**src/rtl/adc_conv_pkg.sv**
```systemverilog
// Shared types and field widths for the ADC conversion trigger.
// The optional conversion timeout is enabled with the ADC_CONV_TIMEOUT_EN macro.
package adc_conv_pkg;

    typedef enum logic [2:0] {
        ST_IDLE  = 3'd0,
        ST_ARM   = 3'd1,
        ST_PULSE = 3'd2,
        ST_WAIT  = 3'd3,
        ST_DONE  = 3'd4
    } state_t;

    localparam int DLY_SHORT_W = 5;
    localparam int DLY_LONG_W  = 6;
    localparam int PULSE_W_W   = 6;

endpackage

```
**src/rtl/adc_sync_edge.sv**
```systemverilog
// Two-flop synchronizer for the asynchronous active-low conversion-done
// strobe, followed by a falling-edge detector on the synchronized level.
module adc_sync_edge
    import adc_conv_pkg::*;
(
    input  logic clk_in,
    input  logic rst_in,
    input  logic async_n_in,
    output logic fall_out
);

    logic [1:0] sync_q, sync_d;
    logic       prev_q, prev_d;

    always_comb begin
        sync_d = {sync_q[0], async_n_in};
        prev_d = sync_q[1];
    end

    always_ff @(posedge clk_in) begin
        if (rst_in) begin
            sync_q <= '0;
            prev_q <= 1'b0;
        end else begin
            sync_q <= sync_d;
            prev_q <= prev_d;
        end
    end

    // Reset value 0 means the first rise after reset never looks like a fall.
    assign fall_out = prev_q & ~sync_q[1];

endmodule

```
**src/rtl/adc_conv_trigger.sv**
```systemverilog
// ADC conversion trigger: software/periodic start, enable + start pulse,
// result capture with valid/ready handshake and sticky overrun.
// Define ADC_CONV_TIMEOUT_EN to add the WAIT timeout and timeout_err_out.
module adc_conv_trigger
    import adc_conv_pkg::*;
#(
    parameter int RESULT_W    = 16,
    parameter int TIMEOUT_CYC = 1023,
    parameter int PERIOD_W    = 16
) (
    input  logic                   clk_in,
    input  logic                   rst_in,
    input  logic                   sw_start_in,
    input  logic                   periodic_en_in,
    input  logic [PERIOD_W-1:0]    period_in,
    input  logic [PULSE_W_W-1:0]   pulse_w_in,
    output logic                   ena_out,
    output logic                   start_conv_out,
    input  logic                   ndecision_finish_in,
    input  logic [RESULT_W-1:0]    result_in,
    output logic [RESULT_W-1:0]    result_out,
    output logic                   result_valid_out,
    input  logic                   result_ready_in,
    output logic                   overrun_out,
`ifdef ADC_CONV_TIMEOUT_EN
    output logic                   timeout_err_out,
`endif
    output logic                   busy_out,
    input  logic                   cfg_dly_en_in,
    input  logic [DLY_SHORT_W-1:0] cfg_dly1_in,
    input  logic [DLY_SHORT_W-1:0] cfg_dly2_in,
    input  logic [DLY_SHORT_W-1:0] cfg_dly3_in,
    input  logic [DLY_LONG_W-1:0]  cfg_dly4_in,
    output logic                   enable_dlycontrol_out,
    output logic [DLY_SHORT_W-1:0] dlycontrol1_out,
    output logic [DLY_SHORT_W-1:0] dlycontrol2_out,
    output logic [DLY_SHORT_W-1:0] dlycontrol3_out,
    output logic [DLY_LONG_W-1:0]  dlycontrol4_out
);

    state_t                   state_q, state_d;
    logic [PULSE_W_W-1:0]     pulse_cnt_q, pulse_cnt_d;
    logic [PERIOD_W-1:0]      per_cnt_q, per_cnt_d;
    logic                     ena_q, ena_d;
    logic                     start_q, start_d;
    logic [RESULT_W-1:0]      result_q, result_d;
    logic                     valid_q, valid_d;
    logic                     overrun_q, overrun_d;
    logic                     dly_en_q, dly_en_d;
    logic [DLY_SHORT_W-1:0]   dly1_q, dly1_d, dly2_q, dly2_d, dly3_q, dly3_d;
    logic [DLY_LONG_W-1:0]    dly4_q, dly4_d;
    logic                     tick;
    logic                     done_fall;
    logic                     capture;
    logic                     tmo_hit;

    adc_sync_edge u_sync_edge (
        .clk_in     (clk_in),
        .rst_in     (rst_in),
        .async_n_in (ndecision_finish_in),
        .fall_out   (done_fall)
    );

    // Periodic trigger: counts 0..period_in-1 and ticks on the last count.
    always_comb begin
        per_cnt_d = per_cnt_q;
        tick      = 1'b0;
        if (!periodic_en_in || period_in == '0) begin
            per_cnt_d = '0;
        end else if (per_cnt_q >= period_in - PERIOD_W'(1)) begin
            tick      = 1'b1;
            per_cnt_d = '0;
        end else begin
            per_cnt_d = per_cnt_q + PERIOD_W'(1);
        end
    end

`ifdef ADC_CONV_TIMEOUT_EN
    localparam int TMO_W = $clog2(TIMEOUT_CYC + 1);

    logic [TMO_W-1:0] tmo_cnt_q, tmo_cnt_d;
    logic             tmo_err_q, tmo_err_d;

    always_comb begin
        tmo_cnt_d = (state_q == ST_WAIT) ? tmo_cnt_q + TMO_W'(1) : '0;
        tmo_hit   = (state_q == ST_WAIT) && (tmo_cnt_q == TMO_W'(TIMEOUT_CYC - 1));
        tmo_err_d = tmo_err_q | (tmo_hit & ~done_fall);
    end

    always_ff @(posedge clk_in) begin
        if (rst_in) begin
            tmo_cnt_q <= '0;
            tmo_err_q <= 1'b0;
        end else begin
            tmo_cnt_q <= tmo_cnt_d;
            tmo_err_q <= tmo_err_d;
        end
    end

    assign timeout_err_out = tmo_err_q;
`else
    assign tmo_hit = 1'b0;
`endif

    always_comb begin
        state_d     = state_q;
        pulse_cnt_d = pulse_cnt_q;
        capture     = 1'b0;
        case (state_q)
            ST_IDLE: begin
                if (sw_start_in || tick) state_d = ST_ARM;
            end
            ST_ARM: begin
                // Width is latched here so changes during the pulse are ignored.
                pulse_cnt_d = (pulse_w_in == '0) ? PULSE_W_W'(1) : pulse_w_in;
                state_d     = ST_PULSE;
            end
            ST_PULSE: begin
                if (pulse_cnt_q <= PULSE_W_W'(1)) state_d = ST_WAIT;
                else pulse_cnt_d = pulse_cnt_q - PULSE_W_W'(1);
            end
            ST_WAIT: begin
                if (done_fall) begin
                    capture = 1'b1;
                    state_d = ST_DONE;
                end else if (tmo_hit) begin
                    state_d = ST_DONE;
                end
            end
            ST_DONE: state_d = ST_IDLE;
            default: state_d = ST_IDLE;
        endcase
    end

    always_comb begin
        ena_d   = (state_d == ST_ARM) || (state_d == ST_PULSE) || (state_d == ST_WAIT);
        start_d = (state_d == ST_PULSE);

        result_d  = result_q;
        valid_d   = valid_q;
        overrun_d = overrun_q;
        if (capture) begin
            result_d = result_in;
            valid_d  = 1'b1;
            if (valid_q && !result_ready_in) overrun_d = 1'b1;
        end else if (valid_q && result_ready_in) begin
            valid_d = 1'b0;
        end

        dly_en_d = dly_en_q;
        dly1_d   = dly1_q;
        dly2_d   = dly2_q;
        dly3_d   = dly3_q;
        dly4_d   = dly4_q;
        // Delay settings track cfg only while idle so a conversion sees fixed values.
        if (state_d == ST_IDLE) begin
            dly_en_d = cfg_dly_en_in;
            dly1_d   = cfg_dly1_in;
            dly2_d   = cfg_dly2_in;
            dly3_d   = cfg_dly3_in;
            dly4_d   = cfg_dly4_in;
        end
    end

    always_ff @(posedge clk_in) begin
        if (rst_in) begin
            state_q     <= ST_IDLE;
            pulse_cnt_q <= '0;
            per_cnt_q   <= '0;
            ena_q       <= 1'b0;
            start_q     <= 1'b0;
            result_q    <= '0;
            valid_q     <= 1'b0;
            overrun_q   <= 1'b0;
            dly_en_q    <= 1'b0;
            dly1_q      <= '0;
            dly2_q      <= '0;
            dly3_q      <= '0;
            dly4_q      <= '0;
        end else begin
            state_q     <= state_d;
            pulse_cnt_q <= pulse_cnt_d;
            per_cnt_q   <= per_cnt_d;
            ena_q       <= ena_d;
            start_q     <= start_d;
            result_q    <= result_d;
            valid_q     <= valid_d;
            overrun_q   <= overrun_d;
            dly_en_q    <= dly_en_d;
            dly1_q      <= dly1_d;
            dly2_q      <= dly2_d;
            dly3_q      <= dly3_d;
            dly4_q      <= dly4_d;
        end
    end

    assign ena_out               = ena_q;
    assign start_conv_out        = start_q;
    assign result_out            = result_q;
    assign result_valid_out      = valid_q;
    assign overrun_out           = overrun_q;
    assign busy_out              = (state_q != ST_IDLE);
    assign enable_dlycontrol_out = dly_en_q;
    assign dlycontrol1_out       = dly1_q;
    assign dlycontrol2_out       = dly2_q;
    assign dlycontrol3_out       = dly3_q;
    assign dlycontrol4_out       = dly4_q;

endmodule
```
**config.mk**
```make
export PLATFORM = sky130hd
export DESIGN_NAME = adc_conv_trigger
export DESIGN_NICKNAME = d
export VERILOG_FILES = /design/src/rtl/adc_conv_pkg.sv /design/src/rtl/adc_sync_edge.sv /design/src/rtl/adc_conv_trigger.sv
export SDC_FILE = /design/constraint.sdc
export NUM_CORES = 1
export LEC_CHECK = 0
export CAP_MARGIN = 20
export CORE_ASPECT_RATIO = 0.75
export CORE_MARGIN = 5
export CORE_UTILIZATION = 47
export CTS_CLUSTER_DIAMETER = 150
export DETAILED_ROUTE_END_ITERATION = 8
export GPL_TIMING_DRIVEN = 0
export PLACE_DENSITY_LB_ADDON = 0.05
export SETUP_SLACK_MARGIN = 0.15
export SKIP_LAST_GASP = 1
export SYNTH_ARGS = -nofsm -noshare
export SYNTH_HDL_FRONTEND = slang
export SYNTH_SLANG_ARGS = --single-unit
```
**constraint.sdc**
```tcl
create_clock -name clk_in -period 5.6 [get_ports clk_in]
set_clock_uncertainty 0.05 [all_clocks]
set_input_delay 1.12 -clock clk_in [delete_from_list [all_inputs] [get_ports clk_in]]
set_output_delay 1.12 -clock clk_in [all_outputs]
set_load 0.05 [all_outputs]
```
# --- Yosys cells after proc, flatten, opt, wreduce, memory -nomap -nowiden ---
# Cells that the tools add are included.
# W data, S select, Z words.
classes:
  add_sub_neg: 3
  order_cmp: 2
  n_bitwise: 2
  n_reduce_logical: 18
  eq_ne: 7
  n_mux: 13
ops:
  columns: ["operator", "count"]
  rows:
  - ["$add A16 B1 Y16 const B", 1]
  - ["$ge A16 B16 Y1", 1]
  - ["$logic_not A16 Y1", 1]
  - ["$sub A16 B1 Y16 const B", 1]
  - ["$eq A3 B2 Y1 const B", 4]
  - ["$mux W6", 2]
  - ["$pmux W3 S4", 1]
  - ["$pmux W6 S2", 1]
  - ["$mux W3", 3]
  - ["$eq A3 B1 Y1 const B", 2]
  - ["$le A6 B1 Y1 const B", 1]
  - ["$logic_not A3 Y1", 2]
  - ["$logic_not A6 Y1", 1]
  - ["$mux W1", 6]
  - ["$sub A6 B1 Y6 const B", 1]
  - ["$logic_or A1 B1 Y1", 4]
  - ["$reduce_and A2 Y1", 2]
  - ["$reduce_bool A2 Y1", 2]
  - ["$reduce_bool A3 Y1", 1]
  - ["$reduce_or A3 Y1", 1]
  - ["$logic_and A1 B1 Y1", 2]
  - ["$logic_not A1 Y1", 2]
  - ["$ne A2 B2 Y1 const B", 1]
  - ["$and A1 B1 Y1", 1]
  - ["$not A1 Y1", 1]
totals:
  regBits: 70
  output_inout_bits: 43

# --- Longest topological paths before layout ---
# Gate-level depths: netlist of run 1.
depth:
  ltp_word: 10
  mapped_depth: 15
  ltp_nobuf: 14

# --- Cells and area by module ---
# Synthesis of run 1 repeated with hierarchy kept, for this count alone.
unflattened:
  cells_unflattened: 417
  area_unflattened_um2: 3582.2
by_module_without_submodules:
  columns: ["mod", "instances", "area_per_inst_um2", "seq_area_each_um2", "cells_each"]
  rows:
  - ["adc_conv_trigger", 1, 3494.6, 1341.3, 410]
  - ["adc_sync_edge", 1, 87.6, 60.1, 7]

# --- Worst setup path before layout of run 1 ---
# OpenSTA, ideal clock, no wires.
synth_timing:
  path_type: "input -> register"
  from: "input period_in[0]"
  to: "register dly1_q[0] (netlist: dlycontrol1_out[0])"
  path_buffers: 1
  setup_ps: 72
  setup_slack_ps: 1250
  arrival_time_ps: 4229
  required_time_ps: 5478
  path_stages: 14
  path_cell_list: "nor3_2 > nand2b_1 > or3_4 > or4_4 > or3_1 > xor2_1 > ha_1 > nand4_1 > a211oi_1 > a32oi_1 > a21o_2 > a21oi_2 > buf_6 > mux2i_1"
synth_via:
  elab_chain_cells: 8
  word_cells_on_any_way: 10
  classes_between: "1 x add/sub; 1 x order compare; 4 x mux; 4 x reduce/logical"
synth_rtl:
  columns: ["element", "line", "text"]
  rows:
  - ["start: declaration", "adc_conv_trigger.sv:15", "input logic [PERIOD_W-1:0] period_in,"]
  - ["$sub A16 B1 Y16", "adc_conv_trigger.sv:70", "end else if (per_cnt_q >= period_in - PERIOD_W'(1)) begin"]
  - ["$ge A16 B16 Y1", "adc_conv_trigger.sv:70", null]
  - ["$mux W1", "adc_conv_trigger.sv:70", null]
  - ["$mux W1 *", "adc_conv_trigger.sv:68", "if (!periodic_en_in || period_in == '0) begin"]
  - ["$logic_or A1 B1 Y1 *", "adc_conv_trigger.sv:111", "if (sw_start_in || tick) state_d = ST_ARM;"]
  - ["$mux W3 *", "adc_conv_trigger.sv:111", null]
  - ["$pmux W3 S4 *", "adc_conv_trigger.sv:109", "case (state_q)"]
  - ["$logic_not A3 Y1 *", "adc_conv_trigger.sv:156", "if (state_d == ST_IDLE) begin"]
  - ["end signal: assignment", "adc_conv_trigger.sv:190", "dly1_q <= dly1_d;"]
  - ["end: declaration", "adc_conv_trigger.sv:50", "logic [DLY_SHORT_W-1:0] dly1_q, dly1_d, dly2_q, dly2_d, dly3_q, dly3_d;"]
# Every way passes the cells marked *; elsewhere a longest branch is shown, timed or not.
# A chain may end at the register's enable or synchronous reset.

# --- Worst setup path after layout of run 1 ---
layout_timing:
  from: "input period_in[2]"
  to: "register dly2_q[1] (netlist: dlycontrol2_out[1])"
layout_via:
  elab_chain_cells: 8
  word_cells_on_any_way: 10
  classes_between: "1 x add/sub; 1 x order compare; 4 x mux; 4 x reduce/logical"
layout_rtl:
  columns: ["element", "line", "text"]
  rows:
  - ["$sub A16 B1 Y16", "adc_conv_trigger.sv:70", null]
  - ["$ge A16 B16 Y1", "adc_conv_trigger.sv:70", null]
  - ["$mux W1", "adc_conv_trigger.sv:70", null]
  - ["$mux W1 *", "adc_conv_trigger.sv:68", null]
  - ["$logic_or A1 B1 Y1 *", "adc_conv_trigger.sv:111", null]
  - ["$mux W3 *", "adc_conv_trigger.sv:111", null]
  - ["$pmux W3 S4 *", "adc_conv_trigger.sv:109", null]
  - ["$logic_not A3 Y1 *", "adc_conv_trigger.sv:156", null]
  - ["end signal: assignment", "adc_conv_trigger.sv:191", "dly2_q <= dly2_d;"]
  - ["end: declaration", "adc_conv_trigger.sv:50", null]
# Marked as above.

==> results of run 1 <==
cells by family (layout without fill, tap and decap cells):
logic type               count (synthesis)  count (layout)  share of synthesized area, %
AO/OA/AOI/OAI                           60              60                          10.4
XOR/XNOR                                26              26                          6.40
adder cells (fa/ha/maj)                 20              20                          7.03
buffers and inverters                   26             149                          3.20
flip-flops                              70              70                          39.4
multiplexers                            22              22                          6.19
AND/OR/NAND/NOR                        190             190                          27.4
synthesized netlist by cell type, drive strengths merged (2+ instances only):
cell type / number
dfxtp: 70
nand2b: 51
nand2: 50
nor2: 47
a21oi: 29
mux2i: 22
ha: 20
xor2: 15
clkbuf: 13
o21ai: 11
xnor2: 11
inv: 9
nor3: 8
or3: 7
nand3: 5
nand4: 5
nor2b: 5
a22oi: 4
or4: 4
and2: 3
buf: 3
a2111oi: 2
a211oi: 2
a21o: 2
a22o: 2
nor4: 2
o31ai: 2
power by group:
| group | switching, mW | total, mW | internal (mW) |
|---|---|---|---|
| logic | 0.155 | 0.287 | 0.131 |
| registers | 0.0181 | 0.541 | 0.523 |
| clock network | 0.189 | 0.391 | 0.202 |
| total | 0.362 | 1.22 | 0.856 |
area by class of cell:
| class | count | area (um^2) |
|---|---|---|
| fill | 640 | 2410 |
| multi-input combinational | 318 | 2040 |
| sequential | 70 | 1400 |
| timing repair buffer | 108 | 1080 |
| tap | 101 | 126 |
| clock buffer | 9 | 124 |
| buffer | 16 | 76.3 |
| clock inverter | 6 | 63.8 |
| inverter | 10 | 37.5 |
metal layers:
metal	wire [um]	vias to the layer above	track usage (%)	part of all wire (%)
li1	-	1640	-	-
met1	4100	1431	24.6	49
met2	3740	73	28.0	45
met3	472	5	6.13	5.6
met4	46	0	5.03	0.55
met5	0	-	0	0
sequential cells by signal (all words and copies together) (netlist names):
name and count:
overrun_out 1, per_cnt_q 16, dlycontrol4_out 6, u_sync_edge.sync_q 2
result_valid_out 1, ena_out 1, dlycontrol1_out 5, start_conv_out 1
dlycontrol2_out 5, pulse_cnt_q 6, enable_dlycontrol_out 1, state_q 3
dlycontrol3_out 5, u_sync_edge.prev_q 1, result_out 16
through the flow:
step                      cell area [um^2]  power [mW]  setup slack (ps)
after floorplan                       3560       0.726              1250
after global placement                4760       0.834               427
after detailed placement              4760       0.839               354
after CTS                             4950        1.23               711
after global routing                  4950        1.29               436
final                                 4950        1.22               705
path summary, 6_finish.rpt:
kind                            depth (start not counted)                              from                               end  slack (ps)
worst min register to register                          1  u_sync_edge.sync_q[0]$_SDFF_PP0_  u_sync_edge.sync_q[1]$_SDFF_PP0_         400
worst max-delay path                                   15                      period_in[2]   dlycontrol2_out[1]$_SDFFE_PP0N_         700
worst max register to register                          8           per_cnt_q[0]$_SDFF_PP0_          per_cnt_q[15]$_SDFF_PP0_        3200
worst min-delay path                                    1  u_sync_edge.sync_q[0]$_SDFF_PP0_  u_sync_edge.sync_q[1]$_SDFF_PP0_         400
==> results by group, run 1 <==
Status
  – Status: complete, no violations

Synthesis
  – Mapped cell area: 3560 um^2
  – Synthesized area per cell: 8.59 um^2
  – FF+latch count, synth: 70
  – Gate Count Post-Synth: 414
  – Dominant cell type by area after synthesis: dfxtp_1
  – Synthesized net count: 500
  – Number of unique standard cell types used by synthesis: 46
  – Main flop type after synthesis: dfxtp_1
  – Synth area leaders: dfxtp_1 (39%), nand2b_1 (9.0%), ha_1 (7.0%)
  – Number of flops mapped to enable cells by yosys: 0
  – Asr flop ratio synth: 0%
  – Sequential fraction of the synthesis area: 39.4%
  – YS warnings: 0
  – Top-area cell type share of the netlist area: 39.4%

Min path
  – HP Class: reg -> reg

Layout
  – Most frequent cells in the layout: clkdlybuf4s50_1 (108), dfxtp_1 (70), nand2b_1 (51)
  – Core Util, Final: 67.2%
  – Final nets: 619
  – Layout cell share with drive strength beyond 1: 5.40%
  – Diodes inserted: 0
  – Most common cell after layout, fill and taps aside: clkdlybuf4s50_1
  – Layout area overhead: 39.2%
  – Finished Layout Cells: 638

Global route
  – Total gr overflow: 0
  – Total GRT Usage: 18.2%
  – First-pass GRT wire length: 14.3 mm
  – Largest net degree at the start of global routing: 13
  – Vias in the first global route: 3000
  – Initial antenna violation count: 0

Timing
  – Final Hold Viols: 0
  – Max-slew headroom: 64.2%
  – Fin crit share: 87.4%
  – Fin. max-slew vios: 0
  – Min cycle time layout: 4900 ps
  – Worst-Margin Slew: 536 ps
  – Fmax: 204 MHz
  – Worst Hold Margin: 399 ps
  – Final TNS setup: 0 ps
  – RSZ-0062 raised after global routing: no
  – Final setup violation count: 0

Detailed routing
  – Vias: 3149
  – Via-to-Cell Ratio: 4.94
  – Wirelength, routed: 8.36 mm
  – ANT nets after route: 0
  – Drt drc: 0
  – 1st-iter DRT viols: 158
  – Number of iterations in the first detailed-routing pass: 4
  – Wire per inst: 13.1 um

Die
  – IO Pins: 109
  – Starting Density: 48.3%
  – FP Rows: 27
  – Die area: 9430 um^2
  – DIE WIDTH: 110 um
  – Die height: 85.3 um
  – Placeable Area: 7360 um^2

Clock tree
  – Clock Root Buffer: clkbuf_8
  – Setup bufs post-CTS: 0
  – H-Tree Depth: 3
  – PostCTS Resize Cnt: 0
  – Max clock buf depth: 2
  – Clock sink count: 70
  – Worst-path clk slew: 80 ps
  – CTS tree: built
  – Hold Buf Count CTS: 0
  – Clk_lat worst skew: 330 ps
  – Num CTS Buffers: 9

Critical path
  – CP required: 5810 ps
  – Crit path DAT: 5110 ps
  – Max Fanout on Critical Path: 10
  – CP peak stage delay: 460 ps
  – Slowest CP cell: clkdlybuf4s50_1
  – Crit path cell chain: clkdlybuf4s50_1, nor3_2, nand2b_1, or3_4, or4_4, or3_1, xor2_1, ha_1, nand4_1, a211oi_1, a32oi_1, a21o_2, a21oi_2, buf_6, mux2i_1
  – Buf/Inv on CP: 2
  – Family with the most delay on the worst path: simple AND/OR/NAND/NOR gates
  – Critical Path Sink Type: flop
  – WS Path Type: in -> reg
  – Crit start category: input port

Power
  – VDD IR max: 0.155 mV
  – Power Density: 246 nW/um^2
  – Static Leak: 1.86 nW

Place
  – Placed cells: 623
  – Post-DP HPWL: 6.70 mm
  – Routability cong.: 0.829
  – IO buf count: 108

Flow run
  – Max-cap viol count: 0
No activity file was read; power rests on OpenSTA's default activity.
==> run 2, diff against run 1 <==
Settings changed: CORE_UTILIZATION 47 to 63, DONT_BUFFER_PORTS set to 1.
==> results by group, run 2 (synthesis gave the netlist of run 1 again) <==
Critical path
  – FF-to-FF Start: per_cnt_q[13]$_SDFF_PP0_ (was per_cnt_q[0]$_SDFF_PP0_)
  – Worst reg-to-reg path cell count: 8 (unchanged)
  – Max Fanout on Critical Path: 10 (unchanged)
  – Crit path DAT: 4590 ps (was 5110 ps)
  – Worst reg-to-reg setup slack: 3240 ps (was 3200 ps)
  – Worst R2R End: dlycontrol4_out[4]$_SDFFE_PP0N_ (was per_cnt_q[15]$_SDFF_PP0_)
  – WS Path Type: in -> reg (unchanged)
  – Critical Path Sink Type: flop (unchanged)
  – Critical path origin: period_in[0] (was period_in[2])
  – Crit path to: dlycontrol4_out[4]$_SDFFE_PP0N_ (was dlycontrol2_out[1]$_SDFFE_PP0N_)
  – CP required: 5810 ps (about the same)
  – Crit start category: input port (unchanged)

Timing
  – Fin crit share: 78.2% (was 87.4%)
  – RSZ-0062 raised after global routing: no (unchanged)
  – Worst-Margin Slew: 553 ps (was 536 ps)
  – Final setup violation count: 0 (unchanged)
  – Max-slew headroom: 63.1% (was 64.2%)
  – Fin. max-slew vios: 0 (unchanged)
  – Final Hold Viols: 0 (unchanged)
  – Fmax: 228 MHz (was 204 MHz)
  – Worst Hold Margin: 413 ps (was 399 ps)
  – Min cycle time layout: 4380 ps (was 4900 ps)
  – Final TNS setup: 0 ps (unchanged)

Layout
  – Layout cell share with drive strength beyond 1: 6.74% (was 5.40%)
  – Final nets: 511 (was 619)
  – Fill cells: 461 (was 640)
  – Most common cell after layout, fill and taps aside: dfxtp_1 (was clkdlybuf4s50_1)
  – Finished Layout Cells: 505 (was 638)
  – Layout area overhead: 8.51% (was 39.2%)
  – Diodes inserted: 0 (unchanged)
  – Most frequent cells in the layout: dfxtp_1 (70), nand2b_1 (51), nand2_1 (50) (was clkdlybuf4s50_1 (108), dfxtp_1 (70), nand2b_1 (51))
  – Core Util, Final: 71.3% (was 67.2%)

Power
  – VDD IR max: 0.204 mV (was 0.155 mV)
  – Power Density: 301 nW/um^2 (was 246 nW/um^2)
  – Final total power: 1.16 mW (was 1.22 mW)
  – Static Leak: 1.46 nW (was 1.86 nW)

Die
  – DIE WIDTH: 96.8 um (was 110 um)
  – Starting Density: 65.7% (was 48.3%)
  – Placeable Area: 5410 um^2 (was 7360 um^2)
  – FP Rows: 23 (was 27)
  – Die height: 75.1 um (was 85.3 um)
  – IO Pins: 109 (unchanged)
  – Die area: 7260 um^2 (was 9430 um^2)

Clock tree
  – Hold Buf Count CTS: 0 (unchanged)
  – Clk_lat worst skew: 340 ps (was 330 ps)
  – Clock Root Buffer: clkbuf_8 (unchanged)
  – Setup bufs post-CTS: 0 (unchanged)
  – H-Tree Depth: 3 (unchanged)
  – PostCTS Resize Cnt: 0 (unchanged)
  – Worst-path clk slew: 80 ps (about the same)
  – Clock sink count: 70 (unchanged)
  – Max clock buf depth: 2 (unchanged)
  – Num CTS Buffers: 9 (unchanged)
  – CTS tree: built (unchanged)

Status
  – Status: complete, no violations (unchanged)

Detailed routing
  – 1st-iter DRT viols: 110 (was 158)
  – Drt drc: 0 (unchanged)
  – Vias: 2801 (was 3149)
  – Via-to-Cell Ratio: 5.55 (was 4.94)
  – Wire per inst: 14.7 um (was 13.1 um)
  – ANT nets after route: 0 (unchanged)
  – Wirelength, routed: 7.40 mm (was 8.36 mm)
  – Number of iterations in the first detailed-routing pass: 4 (unchanged)

Place
  – Placed cells: 489 (was 623)
  – IO buf count: 0 (was 108)
  – Post-DP HPWL: 5.93 mm (was 6.70 mm)
  – Routability cong.: 0.812 (was 0.829)

Flow run
  – Max-cap viol count: 0 (unchanged)

Global route
  – Vias in the first global route: 2633 (was 3000)
  – Total GRT Usage: 20.8% (was 18.2%)
  – First-pass GRT wire length: 12.2 mm (was 14.3 mm)
  – Largest net degree at the start of global routing: 13 (unchanged)
  – Total gr overflow: 0 (unchanged)
  – Initial antenna violation count: 0 (unchanged)

Min path
  – HP Class: reg -> reg (unchanged)
run 2: cell types whose count changed in the layout (fill, tap and decap cells not counted):
cell,previous run,this run
clkinv_4,1,0
clkdlybuf4s50_1,108,0
inv_6,0,1
clkbuf_1,13,14
clkinv_2,2,0
clkbuf_8,9,11
run 2: routing by layer:
layer	wire, um	vias to the layer above	part of all wire [%]	global-route usage, %
li1	-	1423	-	-
met4	64	0	0.86	5.61
met3	547	6	7.4	8.06
met1	3340	1295	45	25.7
met2	3440	77	47	34.6
met5	0	-	0	0
run 2: critical path: stages:
cell and delay, ps:
nor3_2 200, nand2b_1 90, or3_4 360, or4_4 430
or3_1 330, xor2_1 150, ha_1 310, nand4_1 210
a211oi_1 230, a32oi_1 180, a21o_2 260, a21oi_2 280
buf_6 220, mux2i_1 210
run 2: final cells by class:
cell class	instances	area (um^2)	share of cell area (%)
Inverter	10	37.5	0.972
Sequential cell	70	1400	36.3
Multi-Input combinational cell	318	2040	52.9
Clock inverter	4	53.8	1.39
Tap cell	75	93.8	2.43
Buffer	16	76.3	1.98
Clock buffer	12	155	4.02
run 2: through the flow:
step	area, um^2	worst slack [ps]
2_1_floorplan	3560	1250
3_3_place_gp	3650	935
3_5_place_dp	3650	878
4_1_cts	3860	1220
6_report	3860	1220
5_1_grt	3860	978
run 2: how the worst min path moves through the flow:
stage | from | to | slack (ps) | cells after the start
after CTS | u_sync_edge.sync_q[0]$_SDFF_PP0_ | u_sync_edge.sync_q[1]$_SDFF_PP0_ | 410 | 1
after global routing | u_sync_edge.sync_q[0]$_SDFF_PP0_ | u_sync_edge.sync_q[1]$_SDFF_PP0_ | 430 | 1
after detailed placement | u_sync_edge.sync_q[0]$_SDFF_PP0_ | u_sync_edge.sync_q[1]$_SDFF_PP0_ | 400 | 1
after floorplan | u_sync_edge.sync_q[0]$_SDFF_PP0_ | u_sync_edge.sync_q[1]$_SDFF_PP0_ | 360 | 1
after global placement | u_sync_edge.sync_q[0]$_SDFF_PP0_ | u_sync_edge.sync_q[1]$_SDFF_PP0_ | 370 | 1
final | u_sync_edge.sync_q[0]$_SDFF_PP0_ | u_sync_edge.sync_q[1]$_SDFF_PP0_ | 410 | 1
run 2: report_power, final:
| group | switching (mW) | internal (mW) | total, mW |
|---|---|---|---|
| registers | 0.0769 | 0.523 | 0.600 |
| logic | 0.0801 | 0.0650 | 0.145 |
| clock network | 0.185 | 0.232 | 0.416 |
